$ cat config.mk
export PLATFORM = sky130hd
export DESIGN_NAME = inst_queue_flat
export DESIGN_NICKNAME = d
export VERILOG_FILES = /design/src/rtl/inst_queue_if.sv /design/src/rtl/inst_queue.sv /design/src/flat_wrapper.sv
export SDC_FILE = /design/constraint.sdc
export NUM_CORES = 2
export LEC_CHECK = 0
export CAP_MARGIN = 30
export CORE_UTILIZATION = 50
export DETAILED_ROUTE_END_ITERATION = 12
export PLACE_DENSITY = 0.67
export SYNTH_ARGS = -nofsm -noshare
export SYNTH_HDL_FRONTEND = slang
export SYNTH_SLANG_ARGS = --single-unit
$ cat constraint.sdc
create_clock -name clk_in -period 22.2 [get_ports clk_in]
set_input_delay 4.44 -clock clk_in [delete_from_list [all_inputs] [get_ports clk_in]]
set_output_delay 4.44 -clock clk_in [all_outputs]
set_load 0.01 [all_outputs]
$ cat src/rtl/inst_queue_if.sv
// Handshake and decoded-payload bundle between the icache, inst_queue and dispatch.
interface inst_queue_if;
    logic        in_valid;
    logic [31:0] in_instr;
    logic [31:0] in_pc;
    logic        in_ready;
    logic        out_valid;
    logic        out_ready;
    logic [31:0] out_instr;
    logic [31:0] out_pc;
    logic [16:0] out_opcode;
    logic [4:0]  out_rd;
    logic [4:0]  out_rs1;
    logic [4:0]  out_rs2;
    logic [31:0] out_imm;

    modport master (
        output in_valid, in_instr, in_pc, out_ready,
        input  in_ready, out_valid, out_instr, out_pc, out_opcode,
               out_rd, out_rs1, out_rs2, out_imm
    );

    modport slave (
        input  in_valid, in_instr, in_pc, out_ready,
        output in_ready, out_valid, out_instr, out_pc, out_opcode,
               out_rd, out_rs1, out_rs2, out_imm
    );
endinterface

$ cat src/rtl/inst_queue.sv
// Instruction fetch queue: decode on enqueue, circular storage, registered output stage.
// Optional IQ_BYPASS_EN lets an instruction skip storage when the queue is empty.
module inst_queue #(
    parameter int DEPTH  = 16,
    parameter int ADDR_W = 4,
    parameter int SLACK  = 2
) (
    input  logic              clk_in,
    input  logic              rst_in,
    input  logic              rdy_in,
    input  logic              flush_in,
    inst_queue_if.slave       iq,
    output logic [ADDR_W:0]   count,
    output logic              overflow_err
);

    typedef struct packed {
        logic [31:0] instr;
        logic [31:0] pc;
        logic [16:0] opcode;
        logic [4:0]  rd;
        logic [4:0]  rs1;
        logic [4:0]  rs2;
        logic [31:0] imm;
    } entry_t;

    localparam logic [ADDR_W:0]   DEPTH_C = (ADDR_W+1)'(DEPTH);
    localparam logic [ADDR_W+1:0] DEPTH_W = (ADDR_W+2)'(DEPTH);
    localparam logic [ADDR_W+1:0] SLACK_W = (ADDR_W+2)'(SLACK);

    function automatic entry_t decode(input logic [31:0] instr, input logic [31:0] pc);
        entry_t e;
        e.instr  = instr;
        e.pc     = pc;
        e.opcode = {instr[31:25], instr[14:12], instr[6:0]};
        e.rd     = instr[11:7];
        e.rs1    = instr[19:15];
        e.rs2    = instr[24:20];
        e.imm    = '0;
        case (instr[6:0])
            7'b0110111, 7'b0010111: e.imm = {instr[31:12], 12'b0};
            7'b1101111: e.imm = {{11{instr[31]}}, instr[31], instr[19:12], instr[20], instr[30:21], 1'b0};
            7'b1100111, 7'b0000011: e.imm = {{20{instr[31]}}, instr[31:20]};
            7'b0010011: begin
                if (instr[14:12] == 3'b001 || instr[14:12] == 3'b101)
                    e.imm = {27'b0, instr[24:20]};
                else
                    e.imm = {{20{instr[31]}}, instr[31:20]};
            end
            7'b1100011: begin
                e.imm = {{19{instr[31]}}, instr[31], instr[7], instr[30:25], instr[11:8], 1'b0};
                e.rd  = 5'd0;
            end
            7'b0100011: begin
                e.imm = {{20{instr[31]}}, instr[31:25], instr[11:7]};
                e.rd  = 5'd0;
            end
            default: e.imm = '0;
        endcase
        return e;
    endfunction

    entry_t              mem_q [DEPTH];
    entry_t              out_q, out_d, in_dec;
    logic [ADDR_W-1:0]   head_q, head_d, tail_q, tail_d;
    logic [ADDR_W:0]     count_q, count_d;
    logic                out_valid_q, out_valid_d;
    logic                overflow_q, overflow_d;
    logic                full, empty, load_ok, bypass, do_enq, do_deq, live;

    assign in_dec  = decode(iq.in_instr, iq.in_pc);
    assign full    = (count_q == DEPTH_C);
    assign empty   = (count_q == '0);
    assign load_ok = !out_valid_q || iq.out_ready;
    assign live    = rdy_in && !flush_in;

`ifdef IQ_BYPASS_EN
    assign bypass  = live && iq.in_valid && empty && load_ok;
`else
    assign bypass  = 1'b0;
`endif

    assign do_enq  = live && iq.in_valid && !full && !bypass;
    assign do_deq  = live && load_ok && !empty;

    always_comb begin
        head_d      = head_q;
        tail_d      = tail_q;
        count_d     = count_q;
        out_valid_d = out_valid_q;
        overflow_d  = overflow_q;
        out_d       = out_q;
        if (rdy_in && flush_in) begin
            head_d      = '0;
            tail_d      = '0;
            count_d     = '0;
            out_valid_d = 1'b0;
        end else if (rdy_in) begin
            if (iq.in_valid && full)
                overflow_d = 1'b1;
            if (do_deq) begin
                out_d       = mem_q[head_q];
                out_valid_d = 1'b1;
                head_d      = head_q + ADDR_W'(1);
            end else if (bypass) begin
                out_d       = in_dec;
                out_valid_d = 1'b1;
            end else if (iq.out_ready) begin
                out_valid_d = 1'b0;
            end
            if (do_enq)
                tail_d = tail_q + ADDR_W'(1);
            if (do_enq && !do_deq)
                count_d = count_q + (ADDR_W+1)'(1);
            else if (!do_enq && do_deq)
                count_d = count_q - (ADDR_W+1)'(1);
        end
    end

    always_ff @(posedge clk_in) begin
        if (!rst_in) begin
            head_q      <= '0;
            tail_q      <= '0;
            count_q     <= '0;
            out_valid_q <= 1'b0;
            overflow_q  <= 1'b0;
            out_q       <= '0;
        end else begin
            head_q      <= head_d;
            tail_q      <= tail_d;
            count_q     <= count_d;
            out_valid_q <= out_valid_d;
            overflow_q  <= overflow_d;
            out_q       <= out_d;
        end
    end

    // Storage holds no reset: stale entries are unreachable once pointers clear.
    always_ff @(posedge clk_in) begin
        if (do_enq)
            mem_q[tail_q] <= in_dec;
    end

    assign iq.in_ready   = ({1'b0, count_q} + SLACK_W) <= DEPTH_W;
    assign iq.out_valid  = out_valid_q;
    assign iq.out_instr  = out_q.instr;
    assign iq.out_pc     = out_q.pc;
    assign iq.out_opcode = out_q.opcode;
    assign iq.out_rd     = out_q.rd;
    assign iq.out_rs1    = out_q.rs1;
    assign iq.out_rs2    = out_q.rs2;
    assign iq.out_imm    = out_q.imm;
    assign count         = count_q;
    assign overflow_err  = overflow_q;

endmodule
$ cat src/flat_wrapper.sv
// flat-port wrapper written by rule: the top's interface ports become plain ports
module inst_queue_flat 
#(
    parameter int DEPTH  = 16,
    parameter int ADDR_W = 4,
    parameter int SLACK  = 2
)
  (clk_in, rst_in, rdy_in, flush_in, count, overflow_err, iq_in_valid, iq_in_instr, iq_in_pc, iq_out_ready, iq_in_ready, iq_out_valid, iq_out_instr, iq_out_pc, iq_out_opcode, iq_out_rd, iq_out_rs1, iq_out_rs2, iq_out_imm);
  inst_queue_if iq_i ();
  input  logic clk_in;
  input  logic rst_in;
  input  logic rdy_in;
  input  logic flush_in;
  output logic [ADDR_W:0] count;
  output logic overflow_err;
  input wire logic [$bits(iq_i.in_valid)-1:0] iq_in_valid;
  input wire logic [$bits(iq_i.in_instr)-1:0] iq_in_instr;
  input wire logic [$bits(iq_i.in_pc)-1:0] iq_in_pc;
  input wire logic [$bits(iq_i.out_ready)-1:0] iq_out_ready;
  output wire logic [$bits(iq_i.in_ready)-1:0] iq_in_ready;
  output wire logic [$bits(iq_i.out_valid)-1:0] iq_out_valid;
  output wire logic [$bits(iq_i.out_instr)-1:0] iq_out_instr;
  output wire logic [$bits(iq_i.out_pc)-1:0] iq_out_pc;
  output wire logic [$bits(iq_i.out_opcode)-1:0] iq_out_opcode;
  output wire logic [$bits(iq_i.out_rd)-1:0] iq_out_rd;
  output wire logic [$bits(iq_i.out_rs1)-1:0] iq_out_rs1;
  output wire logic [$bits(iq_i.out_rs2)-1:0] iq_out_rs2;
  output wire logic [$bits(iq_i.out_imm)-1:0] iq_out_imm;
  assign iq_i.in_valid = iq_in_valid;
  assign iq_i.in_instr = iq_in_instr;
  assign iq_i.in_pc = iq_in_pc;
  assign iq_i.out_ready = iq_out_ready;
  assign iq_in_ready = iq_i.in_ready;
  assign iq_out_valid = iq_i.out_valid;
  assign iq_out_instr = iq_i.out_instr;
  assign iq_out_pc = iq_i.out_pc;
  assign iq_out_opcode = iq_i.out_opcode;
  assign iq_out_rd = iq_i.out_rd;
  assign iq_out_rs1 = iq_i.out_rs1;
  assign iq_out_rs2 = iq_i.out_rs2;
  assign iq_out_imm = iq_i.out_imm;
  inst_queue #(.DEPTH(DEPTH), .ADDR_W(ADDR_W), .SLACK(SLACK)) u_core (.clk_in(clk_in), .rst_in(rst_in), .rdy_in(rdy_in), .flush_in(flush_in), .iq(iq_i), .count(count), .overflow_err(overflow_err));
endmodule
Word-level counts from Yosys, hierarchy flattened. Memories as Yosys holds them, arrays and structs flattened. A register that Yosys moved wholly into a read port is not among the register bits. Cells that the tools add are included. Widths: inputs -> output; s select.

Memories kept: 1. Logic and storage cells: 65. Flip-flop bits (word level): 15. RAM bits: 2048.

Memory list: u_core.mem_q (depth 16, bits a word 128, read ports 1, clocked after Yosys merged registers in 1, wr ports 1, RTL line inst_queue.sv:63) `entry_t mem_q [DEPTH];`.

Eq/ne operators: 11. Add/subtract/negate cells: 5. Bitwise gates (word level): 2. Order comparisons: 1. Reductions and logical operators: 31. Muxes and demuxes: 9.

Operators with widths (count): $pmux 32 s6 (1); $mux 32 (1); $eq 7x7->1 const B (3); $mux 5 (3); $eq 7x5->1 const B (2); $eq 7x6->1 const B (2); $logic_and 1x1->1 (9); $add 4x1->4 const B (2); $reduce_and 2->1 (4); $reduce_or 2->1 (4); $eq 7x2->1 const B (1); $logic_not 1->1 (7); $add 5x2->6 const B (1); $le 6x5->1 const B (1); $reduce_and 3->1 (2); $add 5x1->5 const B (1); $eq 5x5->1 const B (1); $logic_not 5->1 (1); $sub 5x1->5 const B (1); $mux 1 (4); $reduce_bool 2->1 (2); $eq 3x1->1 const B (1); $eq 3x3->1 const B (1); $logic_or 1x1->1 (2); $not 1->1 (2).

Depth between registers and ports, before layout.
Depth in word-level cells: 8. Depth in mapped cells: 9.

Worst setup path after synthesis. Ideal clock, no wire load.

Kind: input port to flip-flop. From: input port flush_in. To: memory u_core.mem_q[0][0] (netlist name), enable pin. Stages on the path: 4. Setup time: 684 ps. Slack: 9541 ps. Buffers on the path: 0. Arrival: 11975 ps. Path through: nand3b_1 > a21oi_1 > nand2_1 > nor3_1.

Longest elaborated chain between the ends: 6.

RTL lines: from (decl) (RTL line flat_wrapper.sv:13) `input logic flush_in;`; $logic_not 1->1 (RTL line inst_queue.sv:75) `assign live = rdy_in && !flush_in;`; $logic_and 1x1->1 (RTL line inst_queue.sv:75); $logic_and 1x1->1 (2 in a row) (RTL line inst_queue.sv:83) `assign do_enq = live && iq.in_valid && !full && !bypass;`; $mux 1 (RTL line inst_queue.sv:140) `if (do_enq)`; $mux 1 (implied by the code) (RTL line inst_queue.sv:141) `mem_q[tail_q] <= in_dec;`; to (decl) (RTL line inst_queue.sv:63).

No other way between the ends.

Worst setup path in the final report.
From: input port rdy_in. To: memory u_core.mem_q[4][105] (netlist name), enable pin.

Longest elaborated chain between the ends: 5.

RTL lines: from (decl) (RTL line flat_wrapper.sv:12) `input logic rdy_in;`; $logic_and 1x1->1 (RTL line inst_queue.sv:75); $logic_and 1x1->1 (2 in a row) (RTL line inst_queue.sv:83); $mux 1 (RTL line inst_queue.sv:140); $mux 1 (implied by the code) (RTL line inst_queue.sv:141).

No other way between the ends.

==> summary.txt <==
Placement
  • Post-DP HPWL: 78,670 microns
  • GP Congestion: 0.7684
  • Placed cell count: 4,733
  • IO Port Bufs: 205

Synth
  • Post-Syn Instances: 2,898
  • Sequential share of the synthesized area: 0.7750
  • Number of flops mapped to enable cells by yosys: 1,616
  • Leading area contributor after synthesis: edfxtp_1
  • Syn Nets: 2,979
  • Async set-reset flop share out of synthesis: 0
  • Post-synth top area share: 0.7396
  • Post-synth top flop: edfxtp_1
  • Ranking of synthesized cells by area: edfxtp_1, mux4_2, dfxtp_1
  • FF+latch count, synth: 1,732
  • Synth warn: 0
  • Yosys cell types: 44
  • Syn Std Cell Area: 65,610 sq um
  • Synthesized area per cell: 22.64 sq um

Detailed routing
  • Number of detailed-route iterations in the first pass: 7
  • ANT nets after route: 0
  • Via count: 30,610
  • WL/cell: 29.17 microns
  • DRC: 0
  • Via/cell ratio: 6.051
  • Post-Route WL: 147,600 microns
  • 1st-iter DRT viols: 3,253

Clock network
  • CTS tree: done
  • Number of setup buffers added after CTS: 0
  • Max Buffers Root-to-Sink: 3
  • Hold_buf cts: 0
  • CTS Root Cell: clkbuf_16
  • CTS Buf Count: 170
  • CTS Sinks: 1,732
  • # resized after CTS: 0
  • Worst skew pair latency: 780 ps
  • Clock Pin Slew Worst Setup and Hold Paths: 60 ps
  • H-tree levels: 4

Floorplanning
  • Die area: 132,700 sq um
  • Core area: 129,800 sq um
  • Die X: 364.3 microns
  • Num rows: 132
  • IO Pins: 206
  • Initial core utilization: 0.5054
  • Die Y: 364.3 microns

Timing
  • FMAX: 0.1228 GHz
  • Layout Skew: 30.73 ps
  • RSZ-0062 raised after global routing: no
  • Final Max Slew Viols: 0
  • Rel. slew slack: 0.2705
  • Measured slew at the worst slew-check pin: 1094 ps
  • Crit path time final: 8144 ps
  • Hold Vio Cnt, Final: 0
  • Sum Neg Setup Slack: 0 ps
  • Period utilization: 0.3668
  • # setup viols final: 0

Global routing
  • Gr usage total: 0.2259
  • Initial antenna violation count: 7
  • Vias in the first global route: 32,492
  • Grt ovf: 0
  • Largest net degree at the start of global routing: 150
  • First-pass GRT wire length: 217,300 microns

Worst setup path
  • Slowest stage delay, CP: 800 ps
  • CP Max Fanout: 41
  • Critical Path Source Type: input pin
  • Critical setup path kind: input pin to flop
  • CP dominant cell by count: buf_4
  • Cell family contributing the most delay on the critical path: buffers and inverters
  • Req. time, crit path: 22,580 ps
  • CP Capture Type: flop
  • Cells along the critical path: clkdlybuf4s50_1 > nand3b_1 > a21oi_1 > nand2_1 > nor2_4 > buf_4 > buf_4
  • Crit path DAT: 8520 ps
  • Slowest stage cell, crit path: nor2_4
  • WP buf/inv: 3

Finish
  • Share of layout cells above drive strength 1: 0.2561
  • Non-Filler Instances: 5,059
  • Area of the multi-input gates: 13,890 sq um
  • Synth-to-Final Area Change: 14.99%
  • Layout Utilization: 0.5812
  • Reg area: 50,860 sq um
  • Nets: 3,250
  • Most common cell after layout, fill and taps aside: edfxtp_1
  • Most frequent cells in the layout: edfxtp_1, mux4_2, clkdlybuf4s50_1, clkbuf_16, nor2_1
  • Layout fillers: 9,267

Power and ir drop
  • Pwr dens: 88.13 nW/um^2
  • Max IR drop VDD: 0.07236 mV
  • Leakage: 23.21 nW

Status
  • Status: finished, final reports clean

Run
  • Maximum capacitance violations: 0

Min path
  • HP Class: flop to flop
[cells in the mapped netlist, drive strengths merged, types with 5 or more instances]
| cell type | n |
|---|---|
| buf | 113 |
| inv | 8 |
| a21oi | 9 |
| mux2 | 101 |
| o21ai | 6 |
| nand2b | 5 |
| nor2b | 10 |
| mux2i | 105 |
| nor3 | 8 |
| a21o | 22 |
| nand2 | 16 |
| ha | 10 |
| mux4 | 404 |
| a221o | 101 |
| dfxtp | 116 |
| edfxtp | 1616 |
| nand3 | 6 |
| nor2 | 127 |
| clkbuf | 68 |
| and2 | 8 |
[worst paths after layout]
kind,startpoint,to,slack (ps),depth (start not counted)
setup reg to reg,u_core.count[0]$_SDFFE_PP0P_,u_core.mem_q[4][105]$_DFFE_PP_,17730,6
setup / recovery,rdy_in,u_core.mem_q[4][105]$_DFFE_PP_,14060,7
hold reg to reg,u_core.iq.out_valid$_SDFFE_PP0P_,u_core.iq.out_valid$_SDFFE_PP0P_,490,2
hold / removal,u_core.iq.out_valid$_SDFFE_PP0P_,u_core.iq.out_valid$_SDFFE_PP0P_,490,2
[power breakdown]
group | internal (mW) | total [mW] | switching, mW
registers | 3.57 | 3.58 | 0.0137
logic | 0.0835 | 0.191 | 0.107
clock network | 1.67 | 2.87 | 1.20
total | 5.33 | 6.65 | 1.32
[flip-flops by register name, summed over array words and instances, names as in the netlist]
register	count
u_core.mem_q	1616
u_core.iq.out_imm	32
u_core.iq.out_pc	32
u_core.iq.out_instr	31
u_core.count	5
u_core.iq.out_rd	5
u_core.head_q	4
u_core.tail_q	4
u_core.iq.out_opcode	1
u_core.iq.out_valid	1
u_core.overflow_err	1
[layout make-up]
| cell class | instances | share of cell area |
|---|---|---|
| Multi-Input combinational cell | 977 | 0.1841 |
| Timing Repair Buffer | 280 | 0.03798 |
| Sequential cell | 1732 | 0.6741 |
| Inverter | 8 | 0.0003980 |
| Antenna cell | 2 | 0.00006633 |
| Tap cell | 1742 | 0.02889 |
| Clock buffer | 237 | 0.06225 |
| Clock inverter | 81 | 0.01225 |
[cell families (layout without fill, tap and decap cells)]
family,count (synthesis),count (layout),share of synthesized area
AOI/OAI and AO/OA,154,154,0.02119
xor gates and xnor gates,7,7,0.0009344
adders and majority gates,11,11,0.002212
buffers and inverters,189,606,0.01550
DFF,1732,1732,0.7750
muxes,610,610,0.1720
other,0,2,0
and+or+nand+nor,195,195,0.01316
[through the flow]
stage          instance area (sq um)  setup slack (ps)  hold WS, ps  power (mW)
3_3_place_gp                   69540             13130        472.1       3.840
6_report                       75450             14060        485.6       6.650
5_1_grt                        75440             13850        510.4       6.829
4_1_cts                        75330             14050        489.9       6.695
3_5_place_dp                   69710             13260        476.4       3.846
2_1_floorplan                  65610              9541        484.4       3.750
[tightest hold or removal path: stages, from the launching register on]
cell and delay (ps):
dfxtp_1 330, nand2_1 60, a21oi_1 50
[metal layers]
layer,wire length (microns),track usage,share of wire,vias up
met5,46,0,0.00031,-
met4,3151,0.06278,0.021,8
met3,9538,0.03824,0.065,200
met2,75100,0.3814,0.51,1138
met1,59730,0.3046,0.40,16506
li1,-,-,-,12758
No activity file was read; power rests on OpenSTA's default activity.
